`src/rtl/riscv_mc_pkg.sv`:
```
// Shared encodings for the multi-cycle RV32I control path: FSM states, opcodes,
// ALU operation classes and datapath mux select codes.
package riscv_mc_pkg;

    typedef enum logic [3:0] {
        S_FETCH    = 4'd0,
        S_DECODE   = 4'd1,
        S_MEMADR   = 4'd2,
        S_MEMREAD  = 4'd3,
        S_MEMWB    = 4'd4,
        S_MEMWRITE = 4'd5,
        S_EXECR    = 4'd6,
        S_EXECI    = 4'd7,
        S_ALUWB    = 4'd8,
        S_JAL      = 4'd9,
        S_BRANCH   = 4'd10
    } state_t;

    localparam logic [3:0] DEFAULT_RESET_STATE = 4'd0;

    localparam logic [6:0] OP_LOAD   = 7'b0000011;
    localparam logic [6:0] OP_STORE  = 7'b0100011;
    localparam logic [6:0] OP_RTYPE  = 7'b0110011;
    localparam logic [6:0] OP_ITYPE  = 7'b0010011;
    localparam logic [6:0] OP_JAL    = 7'b1101111;
    localparam logic [6:0] OP_BRANCH = 7'b1100011;

    typedef enum logic [1:0] {
        ALUOP_ADD   = 2'b00,
        ALUOP_SUB   = 2'b01,
        ALUOP_FUNCT = 2'b10
    } alu_op_t;

    localparam logic [2:0] ALU_ADD = 3'b000;
    localparam logic [2:0] ALU_SUB = 3'b001;
    localparam logic [2:0] ALU_AND = 3'b010;
    localparam logic [2:0] ALU_OR  = 3'b011;
    localparam logic [2:0] ALU_SLT = 3'b101;

    localparam logic [1:0] SRCA_PC    = 2'b00;
    localparam logic [1:0] SRCA_OLDPC = 2'b01;
    localparam logic [1:0] SRCA_RS1   = 2'b10;

    localparam logic [1:0] SRCB_RS2  = 2'b00;
    localparam logic [1:0] SRCB_IMM  = 2'b01;
    localparam logic [1:0] SRCB_FOUR = 2'b10;

    localparam logic [1:0] RES_ALUOUT = 2'b00;
    localparam logic [1:0] RES_MEM    = 2'b01;
    localparam logic [1:0] RES_ALU    = 2'b10;

    localparam logic [1:0] IMM_I = 2'b00;
    localparam logic [1:0] IMM_S = 2'b01;
    localparam logic [1:0] IMM_B = 2'b10;
    localparam logic [1:0] IMM_J = 2'b11;

    function automatic logic is_supported(input logic [6:0] op);
        return (op == OP_LOAD) || (op == OP_STORE) || (op == OP_RTYPE) ||
               (op == OP_ITYPE) || (op == OP_JAL) || (op == OP_BRANCH);
    endfunction

endpackage

```
`src/rtl/riscv_multicycle_control_if.sv`:
```
// Control bundle between the multi-cycle controller (master) and the datapath
// plus memory (slave): instruction fields and status in, selects and enables out.
interface riscv_multicycle_control_if;
    logic [6:0] opcode;
    logic [2:0] funct3;
    logic       funct7_5;
    logic       zero;
    logic       mem_ready;

    logic       mem_req;
    logic       mem_write;
    logic       adr_src;
    logic       ir_write;
    logic       pc_write;
    logic       reg_write;
    logic [1:0] alu_src_a;
    logic [1:0] alu_src_b;
    logic [1:0] result_src;
    logic [1:0] imm_src;
    logic [2:0] alu_control;
    logic       illegal_instr;
    logic       instr_done;

    modport master (
        input  opcode, funct3, funct7_5, zero, mem_ready,
        output mem_req, mem_write, adr_src, ir_write, pc_write, reg_write,
               alu_src_a, alu_src_b, result_src, imm_src, alu_control,
               illegal_instr, instr_done
    );

    modport slave (
        output opcode, funct3, funct7_5, zero, mem_ready,
        input  mem_req, mem_write, adr_src, ir_write, pc_write, reg_write,
               alu_src_a, alu_src_b, result_src, imm_src, alu_control,
               illegal_instr, instr_done
    );
endinterface

```
`src/rtl/riscv_alu_decoder.sv`:
```
// Maps the FSM's ALU operation class plus instruction funct fields to the ALU
// control code. Purely combinational.
module riscv_alu_decoder
    import riscv_mc_pkg::*;
(
    input  alu_op_t    alu_op,
    input  logic [2:0] funct3,
    input  logic       op_5,
    input  logic       funct7_5,
    output logic [2:0] alu_control
);

    always_comb begin
        alu_control = ALU_ADD;
        case (alu_op)
            ALUOP_ADD: alu_control = ALU_ADD;
            ALUOP_SUB: alu_control = ALU_SUB;
            ALUOP_FUNCT: begin
                case (funct3)
                    // addi ignores instr[30]; only R-type uses it to select sub
                    3'b000:  alu_control = (op_5 && funct7_5) ? ALU_SUB : ALU_ADD;
                    3'b010:  alu_control = ALU_SLT;
                    3'b110:  alu_control = ALU_OR;
                    3'b111:  alu_control = ALU_AND;
                    default: alu_control = ALU_ADD;
                endcase
            end
            default: alu_control = ALU_ADD;
        endcase
    end

endmodule

```
`src/rtl/riscv_multicycle_control.sv`:
```
// Main control FSM for a multi-cycle RV32I-subset datapath sharing one memory.
// state    | meaning
// FETCH    | read instr at PC, PC+4 -> PC on mem_ready
// DECODE   | compute branch/jump target, dispatch on opcode
// MEMADR   | rs1 + imm -> effective address
// MEMREAD  | load access, wait for mem_ready
// MEMWB    | write loaded data to rd
// MEMWRITE | store access, wait for mem_ready
// EXECR    | rs1 op rs2
// EXECI    | rs1 op imm
// ALUWB    | write ALUOut to rd
// JAL      | PC <- target, oldPC+4 -> ALUOut
// BRANCH   | compare rs1/rs2, PC <- target if taken
module riscv_multicycle_control
    import riscv_mc_pkg::*;
#(
    parameter logic [3:0] RESET_STATE = DEFAULT_RESET_STATE
) (
    input  logic clk,
    input  logic reset,
    riscv_multicycle_control_if.master bus
);

    state_t     state_q;
    state_t     state_d;
    alu_op_t    alu_op;
    logic       mem_req;
    logic       mem_write;
    logic       ir_write;
    logic       pc_update;
    logic       branch;
    logic       reg_write;
    logic       taken;
    logic       legal;

    assign legal = is_supported(bus.opcode);
    assign taken = bus.zero ^ bus.funct3[0];

    always_ff @(posedge clk or negedge reset) begin
        if (!reset) state_q <= state_t'(RESET_STATE);
        else        state_q <= state_d;
    end

    always_comb begin
        state_d = state_q;
        case (state_q)
            S_FETCH:  if (bus.mem_ready) state_d = S_DECODE;
            S_DECODE: begin
                case (bus.opcode)
                    OP_LOAD, OP_STORE: state_d = S_MEMADR;
                    OP_RTYPE:          state_d = S_EXECR;
                    OP_ITYPE:          state_d = S_EXECI;
                    OP_JAL:            state_d = S_JAL;
                    OP_BRANCH:         state_d = S_BRANCH;
                    default:           state_d = S_FETCH;
                endcase
            end
            S_MEMADR:   state_d = (bus.opcode == OP_LOAD) ? S_MEMREAD : S_MEMWRITE;
            S_MEMREAD:  if (bus.mem_ready) state_d = S_MEMWB;
            S_MEMWB:    state_d = S_FETCH;
            S_MEMWRITE: if (bus.mem_ready) state_d = S_FETCH;
            S_EXECR:    state_d = S_ALUWB;
            S_EXECI:    state_d = S_ALUWB;
            S_ALUWB:    state_d = S_FETCH;
            S_JAL:      state_d = S_ALUWB;
            S_BRANCH:   state_d = S_FETCH;
            default:    state_d = S_FETCH;
        endcase
    end

    always_comb begin
        mem_req           = 1'b0;
        mem_write         = 1'b0;
        ir_write          = 1'b0;
        pc_update         = 1'b0;
        branch            = 1'b0;
        reg_write         = 1'b0;
        alu_op            = ALUOP_ADD;
        bus.adr_src       = 1'b0;
        bus.alu_src_a     = SRCA_PC;
        bus.alu_src_b     = SRCB_RS2;
        bus.result_src    = RES_ALUOUT;
        bus.illegal_instr = 1'b0;
        bus.instr_done    = 1'b0;
        case (state_q)
            S_FETCH: begin
                mem_req        = 1'b1;
                bus.alu_src_b  = SRCB_FOUR;
                bus.result_src = RES_ALU;
                ir_write       = bus.mem_ready;
                pc_update      = bus.mem_ready;
            end
            S_DECODE: begin
                bus.alu_src_a     = SRCA_OLDPC;
                bus.alu_src_b     = SRCB_IMM;
                bus.illegal_instr = !legal;
                bus.instr_done    = !legal;
            end
            S_MEMADR: begin
                bus.alu_src_a = SRCA_RS1;
                bus.alu_src_b = SRCB_IMM;
            end
            S_MEMREAD: begin
                mem_req     = 1'b1;
                bus.adr_src = 1'b1;
            end
            S_MEMWB: begin
                bus.result_src = RES_MEM;
                reg_write      = 1'b1;
                bus.instr_done = 1'b1;
            end
            S_MEMWRITE: begin
                mem_req        = 1'b1;
                mem_write      = 1'b1;
                bus.adr_src    = 1'b1;
                bus.instr_done = bus.mem_ready;
            end
            S_EXECR: begin
                bus.alu_src_a = SRCA_RS1;
                alu_op        = ALUOP_FUNCT;
            end
            S_EXECI: begin
                bus.alu_src_a = SRCA_RS1;
                bus.alu_src_b = SRCB_IMM;
                alu_op        = ALUOP_FUNCT;
            end
            S_ALUWB: begin
                reg_write      = 1'b1;
                bus.instr_done = 1'b1;
            end
            S_JAL: begin
                bus.alu_src_a = SRCA_OLDPC;
                bus.alu_src_b = SRCB_FOUR;
                pc_update     = 1'b1;
            end
            S_BRANCH: begin
                bus.alu_src_a  = SRCA_RS1;
                alu_op         = ALUOP_SUB;
                branch         = 1'b1;
                bus.instr_done = 1'b1;
            end
            default: ;
        endcase
    end

    always_comb begin
        case (bus.opcode)
            OP_STORE:  bus.imm_src = IMM_S;
            OP_BRANCH: bus.imm_src = IMM_B;
            OP_JAL:    bus.imm_src = IMM_J;
            default:   bus.imm_src = IMM_I;
        endcase
    end

    // Reset asserted must silence memory and all architectural writes at once,
    // even though FETCH itself would request memory.
    assign bus.mem_req   = reset & mem_req;
    assign bus.mem_write = reset & mem_write;
    assign bus.ir_write  = reset & ir_write;
    assign bus.pc_write  = reset & (pc_update | (branch & taken));
    assign bus.reg_write = reset & reg_write;

    riscv_alu_decoder u_alu_decoder (
        .alu_op      (alu_op),
        .funct3      (bus.funct3),
        .op_5        (bus.opcode[5]),
        .funct7_5    (bus.funct7_5),
        .alu_control (bus.alu_control)
    );

endmodule
```
`src/flat_wrapper.sv`:
```
// flat-port wrapper written by rule: the top's interface ports become plain ports
module riscv_multicycle_control_flat import riscv_mc_pkg::*;
#(
    parameter logic [3:0] RESET_STATE = DEFAULT_RESET_STATE
)
  (clk, reset, bus_opcode, bus_funct3, bus_funct7_5, bus_zero, bus_mem_ready, bus_mem_req, bus_mem_write, bus_adr_src, bus_ir_write, bus_pc_write, bus_reg_write, bus_alu_src_a, bus_alu_src_b, bus_result_src, bus_imm_src, bus_alu_control, bus_illegal_instr, bus_instr_done);
  riscv_multicycle_control_if bus_i ();
  input  logic clk;
  input  logic reset;
  input wire logic [$bits(bus_i.opcode)-1:0] bus_opcode;
  input wire logic [$bits(bus_i.funct3)-1:0] bus_funct3;
  input wire logic [$bits(bus_i.funct7_5)-1:0] bus_funct7_5;
  input wire logic [$bits(bus_i.zero)-1:0] bus_zero;
  input wire logic [$bits(bus_i.mem_ready)-1:0] bus_mem_ready;
  output wire logic [$bits(bus_i.mem_req)-1:0] bus_mem_req;
  output wire logic [$bits(bus_i.mem_write)-1:0] bus_mem_write;
  output wire logic [$bits(bus_i.adr_src)-1:0] bus_adr_src;
  output wire logic [$bits(bus_i.ir_write)-1:0] bus_ir_write;
  output wire logic [$bits(bus_i.pc_write)-1:0] bus_pc_write;
  output wire logic [$bits(bus_i.reg_write)-1:0] bus_reg_write;
  output wire logic [$bits(bus_i.alu_src_a)-1:0] bus_alu_src_a;
  output wire logic [$bits(bus_i.alu_src_b)-1:0] bus_alu_src_b;
  output wire logic [$bits(bus_i.result_src)-1:0] bus_result_src;
  output wire logic [$bits(bus_i.imm_src)-1:0] bus_imm_src;
  output wire logic [$bits(bus_i.alu_control)-1:0] bus_alu_control;
  output wire logic [$bits(bus_i.illegal_instr)-1:0] bus_illegal_instr;
  output wire logic [$bits(bus_i.instr_done)-1:0] bus_instr_done;
  assign bus_i.opcode = bus_opcode;
  assign bus_i.funct3 = bus_funct3;
  assign bus_i.funct7_5 = bus_funct7_5;
  assign bus_i.zero = bus_zero;
  assign bus_i.mem_ready = bus_mem_ready;
  assign bus_mem_req = bus_i.mem_req;
  assign bus_mem_write = bus_i.mem_write;
  assign bus_adr_src = bus_i.adr_src;
  assign bus_ir_write = bus_i.ir_write;
  assign bus_pc_write = bus_i.pc_write;
  assign bus_reg_write = bus_i.reg_write;
  assign bus_alu_src_a = bus_i.alu_src_a;
  assign bus_alu_src_b = bus_i.alu_src_b;
  assign bus_result_src = bus_i.result_src;
  assign bus_imm_src = bus_i.imm_src;
  assign bus_alu_control = bus_i.alu_control;
  assign bus_illegal_instr = bus_i.illegal_instr;
  assign bus_instr_done = bus_i.instr_done;
  riscv_multicycle_control #(.RESET_STATE(RESET_STATE)) u_core (.clk(clk), .reset(reset), .bus(bus_i));
endmodule
```
`config.mk`:
```
export PLATFORM = sky130hd
export DESIGN_NAME = riscv_multicycle_control_flat
export DESIGN_NICKNAME = d
export VERILOG_FILES = /design/src/rtl/riscv_mc_pkg.sv /design/src/rtl/riscv_multicycle_control_if.sv /design/src/rtl/riscv_alu_decoder.sv /design/src/rtl/riscv_multicycle_control.sv /design/src/flat_wrapper.sv
export SDC_FILE = /design/constraint.sdc
export NUM_CORES = 1
export LEC_CHECK = 0
export ABC_AREA = 1
export CORE_MARGIN = 2
export CORE_UTILIZATION = 40
export DETAILED_ROUTE_END_ITERATION = 8
export HOLD_SLACK_MARGIN = 0.06
export PLACE_DENSITY = 0.83
export SLEW_MARGIN = 5
export SYNTH_ARGS = -nofsm -noshare
export SYNTH_HDL_FRONTEND = slang
export SYNTH_SLANG_ARGS = --single-unit
```
`constraint.sdc`:
```
create_clock -name clk -period 5 [get_ports clk]
set_input_delay 1 -clock clk [delete_from_list [all_inputs] [get_ports clk]]
set_output_delay 1 -clock clk [all_outputs]
set_load 0.1 [all_outputs]
```
==> summary.md <==
| Metric | Value |
|---|---|
| Total clock sinks | `4` |
| Antenna Cells | `0` |
| Root buffer cell | `clkbuf_4` |
| Portion of the post-synthesis area used by sequential elements | `0.1643` |
| Filler cell count in the final layout | `146` |
| Number of warnings issued by yosys | `0` |
| Average footprint of a synthesized cell | `approximately 5.6 µm²` |
| Total routed wire length on the met1 layer | `677 µm` |
| Most flop-heavy register | `u_core.state_q` |
| Sum of met2 wire segment lengths after detailed routing | `907 µm` |
| Remaining max-slew budget at the tightest pin | `0.3480` |
| Most common cell after layout, fill and taps aside | `nand2_1` |
| Layout net count | `around 160` |
| Gate count after technology mapping | `between 100 and 150` |
| Wire length of the first global-routing pass | `around 2800 µm` |
| Critical path startpoint | `u_core.state_q[2]` |
| Worst IR drop on VDD | `about 270 µV` |
| Number of distinct library cells after synthesis | `21` |
| Maximum number of pins on one net before global-route repair | `7` |
| CTS resizes | `0` |
| Area enclosed by the die boundary | `about 1900 µm²` |
| Number of endpoints with negative hold slack in the final report | `0` |
| Total power density per cell area | `555.3 nW/µm²` |
| Placement Rows | `14` |
| CP cell instances | `inv_2 -> nand2_1 -> nor2_2 -> inv_2 -> ha_1 -> nor2_1 -> nand2_1 -> nor2_1 -> clkdlybuf4s50_1` |
| Cell leakage power | `0.4944 nW` |
| Combinational share of power | `0.834` |
| Die height | `about 43 µm` |
| Worst Setup Path Type | `flop to output pin` |
| Average wire per cell in the routed design | `around 10 µm` |
| Highest metal used | `met3` |
| H-Tree Level Count | `1` |
| Top library cells by usage in the layout, fill and taps aside | `nand2_1 (27), clkdlybuf4s50_1 (22), inv_1 (21), nor2_1 (18), buf_4 (11)` |
| Fraction of power consumed by the clock network | `0.078` |
| Total setup violations reported at the end of the flow | `0` |
| Total via count in the routed design | `slightly above 800` |
| R2r setup slk | `approximately 3700 ps` |
| Registers with the most flip-flops | `u_core.state_q x4` |
| Latest clock arrival within the worst-skew pair | `240 ps` |
| Placer Congestion | `around 0.80` |
| Internal Dissipation | `~160 µW` |
| Pre-Repair DR Iteration Count | `4` |
| Max Clock Skew | `between 5 and 6 ps` |
| Capturing point of the worst reg2reg path | `u_core.state_q[0]` |
| Reg2reg path depth | `7` |
| DRC Markers | `0` |
| Number of DRC markers after the initial detailed-route iteration | `13` |
| Capture point of the worst path | `bus_alu_control[1]` |
| Die boundary width | `roughly 43 µm` |
| Final hold slack | `~710 ps` |
| Routed via count divided by cell count | `between 5 and 6` |
| Worst flop-to-flop path startpoint | `u_core.state_q[3]` |
| Post-synthesis net count | `126` |
| Outcome | `completed` |
| Reported max-cap violation count | `0` |
| Register clock-pin slew on the reported worst setup and hold paths | `approximately 40 ps` |
| Final slew viol count | `0` |
| Non-filler cells, final | `between 150 and 200` |
| Largest register FFs | `4` |
| Fraction of layout cells with a size suffix above 1 | `0.2000` |
| Buffers inserted by post-CTS timing repair | `0` |
| Final sum of negative setup slack | `0 ps` |
| Max incr delay on CP | `between 1000 and 1500 ps` |
| Syn-to-layout area delta | `56.67%` |
| Critical path's slowest cell | `clkdlybuf4s50_1` |
| Register area | `100.1 µm²` |
| Peak fanout along the critical path | `4` |
| Power consumption | `around 530 µW` |
| Area of the multi-input gates | `roughly 420 µm²` |
| Antenna violations before repair | `0` |
| Fin crit share | `0.7786` |
| Post-Route WL | `1670 µm` |
| Combined global-route utilization of all metal layers | `0.1967` |
| Number of nets with antenna violations after detailed routing | `0` |
| Switching power of the nets | `between 300 and 400 µW` |
| Synthesis-stage register bit count | `4` |
| Hpwl dp | `about 1500 µm` |
| Setup repair after global routing missed its margin | `false` |
| Overflow left after global routing | `0` |
| Synthesized area | `around 600 µm²` |
| Count of buffers from port buffering | `33` |
| Placed instance area | `between 900 and 1000 µm²` |
| Worst setup EP type | `output pin` |
| Min cycle time layout | `roughly 3900 ps` |
| Endpoint arrival time on the critical path | `2890 ps` |
| Top achievable clock speed | `between 200 and 300 MHz` |
| Final standard cell area without fillers | `~950 µm²` |
| Placeable core region | `~1500 µm²` |
| Required time at the worst-slack endpoint | `around 4000 ps` |
| CTS Buf Count | `3` |
| Least-Margin Pin Slew | `a little under 1000 ps` |
| Nature of the critical path startpoint | `flop` |
| TritonCTS clock tree | `built` |
| Bufs on Longest Clock Path | `2` |
| Number of global-route vias before repair | `roughly 700` |
| I/O pin count | `34` |
| Count of placed standard cells including taps | `between 150 and 200` |
| Worst min path class | `flop to flop` |
| Met3 wire length | `~85 µm` |
| Post-CTS Hold Buffers | `0` |
| Sequential fraction of design power | `0.088` |
| Initial core utilization | `0.4141` |
| Switching share of power | `0.6968` |
[cell usage after synthesis]
cell	n	area, µm²
inv_2	4	15.01
o311ai_1	1	8.760
o31ai_1	1	7.510
dfrtp_1	4	100.1
nor2_2	2	12.51
or2_2	1	6.260
a21oi_2	1	8.760
o221ai_1	2	17.52
nand2_1	27	101.4
nand2_2	2	12.51
nand3_1	9	45.04
ha_1	2	25.02
a31oi_1	2	12.51
nor3_1	2	10.01
nand4_1	1	6.260
nand3_2	2	20.02
o21ai_0	3	15.01
nor2_1	18	67.56
o21ai_1	1	5.000
nor2_4	3	33.78
inv_1	21	78.83
[critical path: cells and delay by family, from the launching register on]
family        cells  cell delay, ps
flops             1             430
fa+ha+maj         1             280
simple gates      5             640
buf+inv           3            1300
[kinds of logic after synthesis]
group                      Yosys count  synth area share
DFF                                  4            0.1643
buffers and inverters               25            0.1540
and+or+nand+nor                     67            0.5174
AOI/OAI and AO/OA                   11            0.1232
adders and majority gates            2           0.04106
[per-layer routing]
layer	vias up	GRT usage
met3	0	0.06383
li1	418	-
met2	22	0.3758
met1	366	0.2161
met4	0	0.01818
met5	-	0
[worst min path at each step]
stage	startpoint	endpoint	slack, ps	depth (start not counted)
floorplan	u_core.state_q[1]	u_core.state_q[1]	640	2
global placement	u_core.state_q[1]	u_core.state_q[1]	700	2
detailed placement	u_core.state_q[3]	u_core.state_q[2]	700	3
CTS	u_core.state_q[1]	u_core.state_q[1]	710	2
global route	u_core.state_q[1]	u_core.state_q[1]	740	2
finish	u_core.state_q[1]	u_core.state_q[1]	710	2
[power groups by stage]
stage / combinational (mW) / sequential (mW) / clock (mW)
after detailed placement: 0.444 / 0.0465 / 0
final: 0.442 / 0.0464 / 0.0416
after floorplan: 0.355 / 0.0453 / 0
after global placement: 0.441 / 0.0463 / 0
after global routing: 0.464 / 0.0474 / 0.0456
after CTS: 0.444 / 0.0461 / 0.0434
[stage by stage]
step	util	setup WS, ps
after floorplan	-	563.4
after global placement	0.6335	1239
after detailed placement	0.6335	1215
after CTS	0.6488	1112
after global routing	0.6488	934.8
final	0.6488	1107
[area by class of cell]
| class | instances | area share |
|---|---|---|
| flip-flops and latches | 4 | 0.1048 |
| well taps | 16 | 0.02097 |
| clock buffers | 3 | 0.02359 |
| multi-input cells | 80 | 0.4351 |
| inverters | 25 | 0.09830 |
| repair buffers | 33 | 0.3172 |
No activity file was read; power rests on OpenSTA's default activity.
==> RTL change: new RTL, same flow settings <==
Reset style: synchronous (`reset`), changed in one clocked block.
--- a/src/rtl/riscv_multicycle_control.sv
+++ b/src/rtl/riscv_multicycle_control.sv
@@ -38,3 +38,3 @@
 
-    always_ff @(posedge clk or negedge reset) begin
+    always_ff @(posedge clk) begin
         if (!reset) state_q <= state_t'(RESET_STATE);
Check against the original RTL: differs if reset is asserted again (counterexample within 4 cycles, from zero or initial values and one cycle with reset low); with reset held inactive, the same outputs for 10 cycles.
==> RTL change against the original RTL <==
Highest routed layer is now met4. Sequential cell count stayed put. Global-route usage decreased by 0.21 points. Routed wire length increased by 0.54%. Area after synthesis grew 0.21%. Non-clock buffer count stayed put. Setup slack improved by 0.45 ns. Cell area fell by 0.13%.
Power is not compared: it rests on default switching activity, and its combinational part moved more than twofold at a synthesized area within 25%.
==> RTL change: results (changes against the original RTL) <==
[critical_path]
rr_worst_depth = 6  ; -1
cp-startpoint = bus_opcode[4]
cp-endpoint = bus_instr_done
reg2reg_slack_ns = 3.81  ; +0.07 ns
arrival_ns = 2.44  ; -0.45 ns
r2r-start = u_core.state_q[0]$_SDFFE_PN0P_
regToRegEndpoint = u_core.state_q[2]$_SDFFE_PN0P_
slowest_delay_ns = 0.49  ; -0.65 ns

[sta]
worst_pin_slew_ns = 0.971  ; -0.00354 ns
skew_ns = 0.00299  ; -0.00243 ns

[place]
gp_congestion = 0.852  ; +6.1%
dpl.hpwl_um = 1440  ; -2.9%

[cells_and_area]
fin_nets = 165  ; +0.61%
drive_above_1_share_pct = 21.2  ; +1.2 points

[global_routing]
grt_pass1_vias = 700  ; -0.43%
grt_pass1_wl_um = 2770  ; -1.7%
grt_usage_pct = 19.5  ; -0.21 points
grt_max_degree = 9  ; +2

[synthesis]
synth_area_leaders = nand2_1, dfxtp_1, nor2_1
synth_compound_area_share_pct = 12.3  ; -0.025 points
synthTopCellsByCount = nand2_1, nor2_1, inv_1
syn_nets = 127  ; +0.79%
synthAdderAreaFrac_pct = 4.10  ; -0.0084 points
synth.distinct_cells = 23  ; +9.5%
synth_flop_cell = dfxtp_1
async_flop_share_pct = 0  ; -100 points
seq_area_frac_synth_pct = 13.1  ; -3.3 points

[min_path]
hold_path_end = u_core.state_q[0]$_SDFFE_PN0P_
min_from = u_core.state_q[0]$_SDFFE_PN0P_

[routing]
routed_via_density = 4.98  ; -0.49%
first_pass_iters = 5  ; +1

[status]
outcome = finished clean

[RTL change: cell types whose count changed in the layout (fill, tap and decap cells not counted), moves of 2 or more]
cell	before	now
inv_1	21	15
a21oi_1	0	4
dfrtp_1	4	0
dfxtp_1	0	4
nand2_1	27	31
inv_2	4	6
nand2_4	0	2
nand3_1	9	7
o21ai_0	3	1
o221ai_1	2	0
[RTL change: kinds of logic (layout without fill, tap and decap cells)]
kind of cell               Yosys count  count (layout)
and+or+nand+nor                     71              71
buffers and inverters               21              57
AOI/OAI and AO/OA                   12              12
DFF                                  4               4
adders and majority gates            2               2
[RTL change: power by group through the flow]
stage	registers, mW	clock network [mW]	logic (mW)
finish	0.0352	0.0393	0.112
global route	0.0354	0.0443	0.117
CTS	0.0351	0.0415	0.112
detailed placement	0.0356	0	0.112
global placement	0.0356	0	0.111
floorplan	0.0352	0	0.0818
[RTL change: area by class of cell]
type / count / area share (%)
Inverter: 21 / 8.27
Clock buffer: 3 / 2.36
Multi-Input combinational cell: 85 / 47.4
Sequential cell: 4 / 8.40
Tap cell: 16 / 2.10
Timing Repair Buffer: 33 / 31.5
[RTL change: stage by stage]
stage	setup WS (ns)	hold WS (ns)	instance area, um^2	instances
2_1_floorplan	0.0412	0.546	611	110
3_3_place_gp	1.60	0.584	931	159
3_5_place_dp	1.56	0.591	931	159
4_1_cts	1.55	0.595	953	162
5_1_grt	1.42	0.626	953	162
6_report	1.56	0.598	953	162
[RTL change: layer usage]
layer | wire, um | track usage, % | vias to the layer above
li1 | - | - | 423
met1 | 724 | 24.3 | 353
met2 | 825 | 33.6 | 29
met3 | 118 | 2.55 | 2
met4 | 11 | 7.27 | 0
met5 | 0 | 0 | -
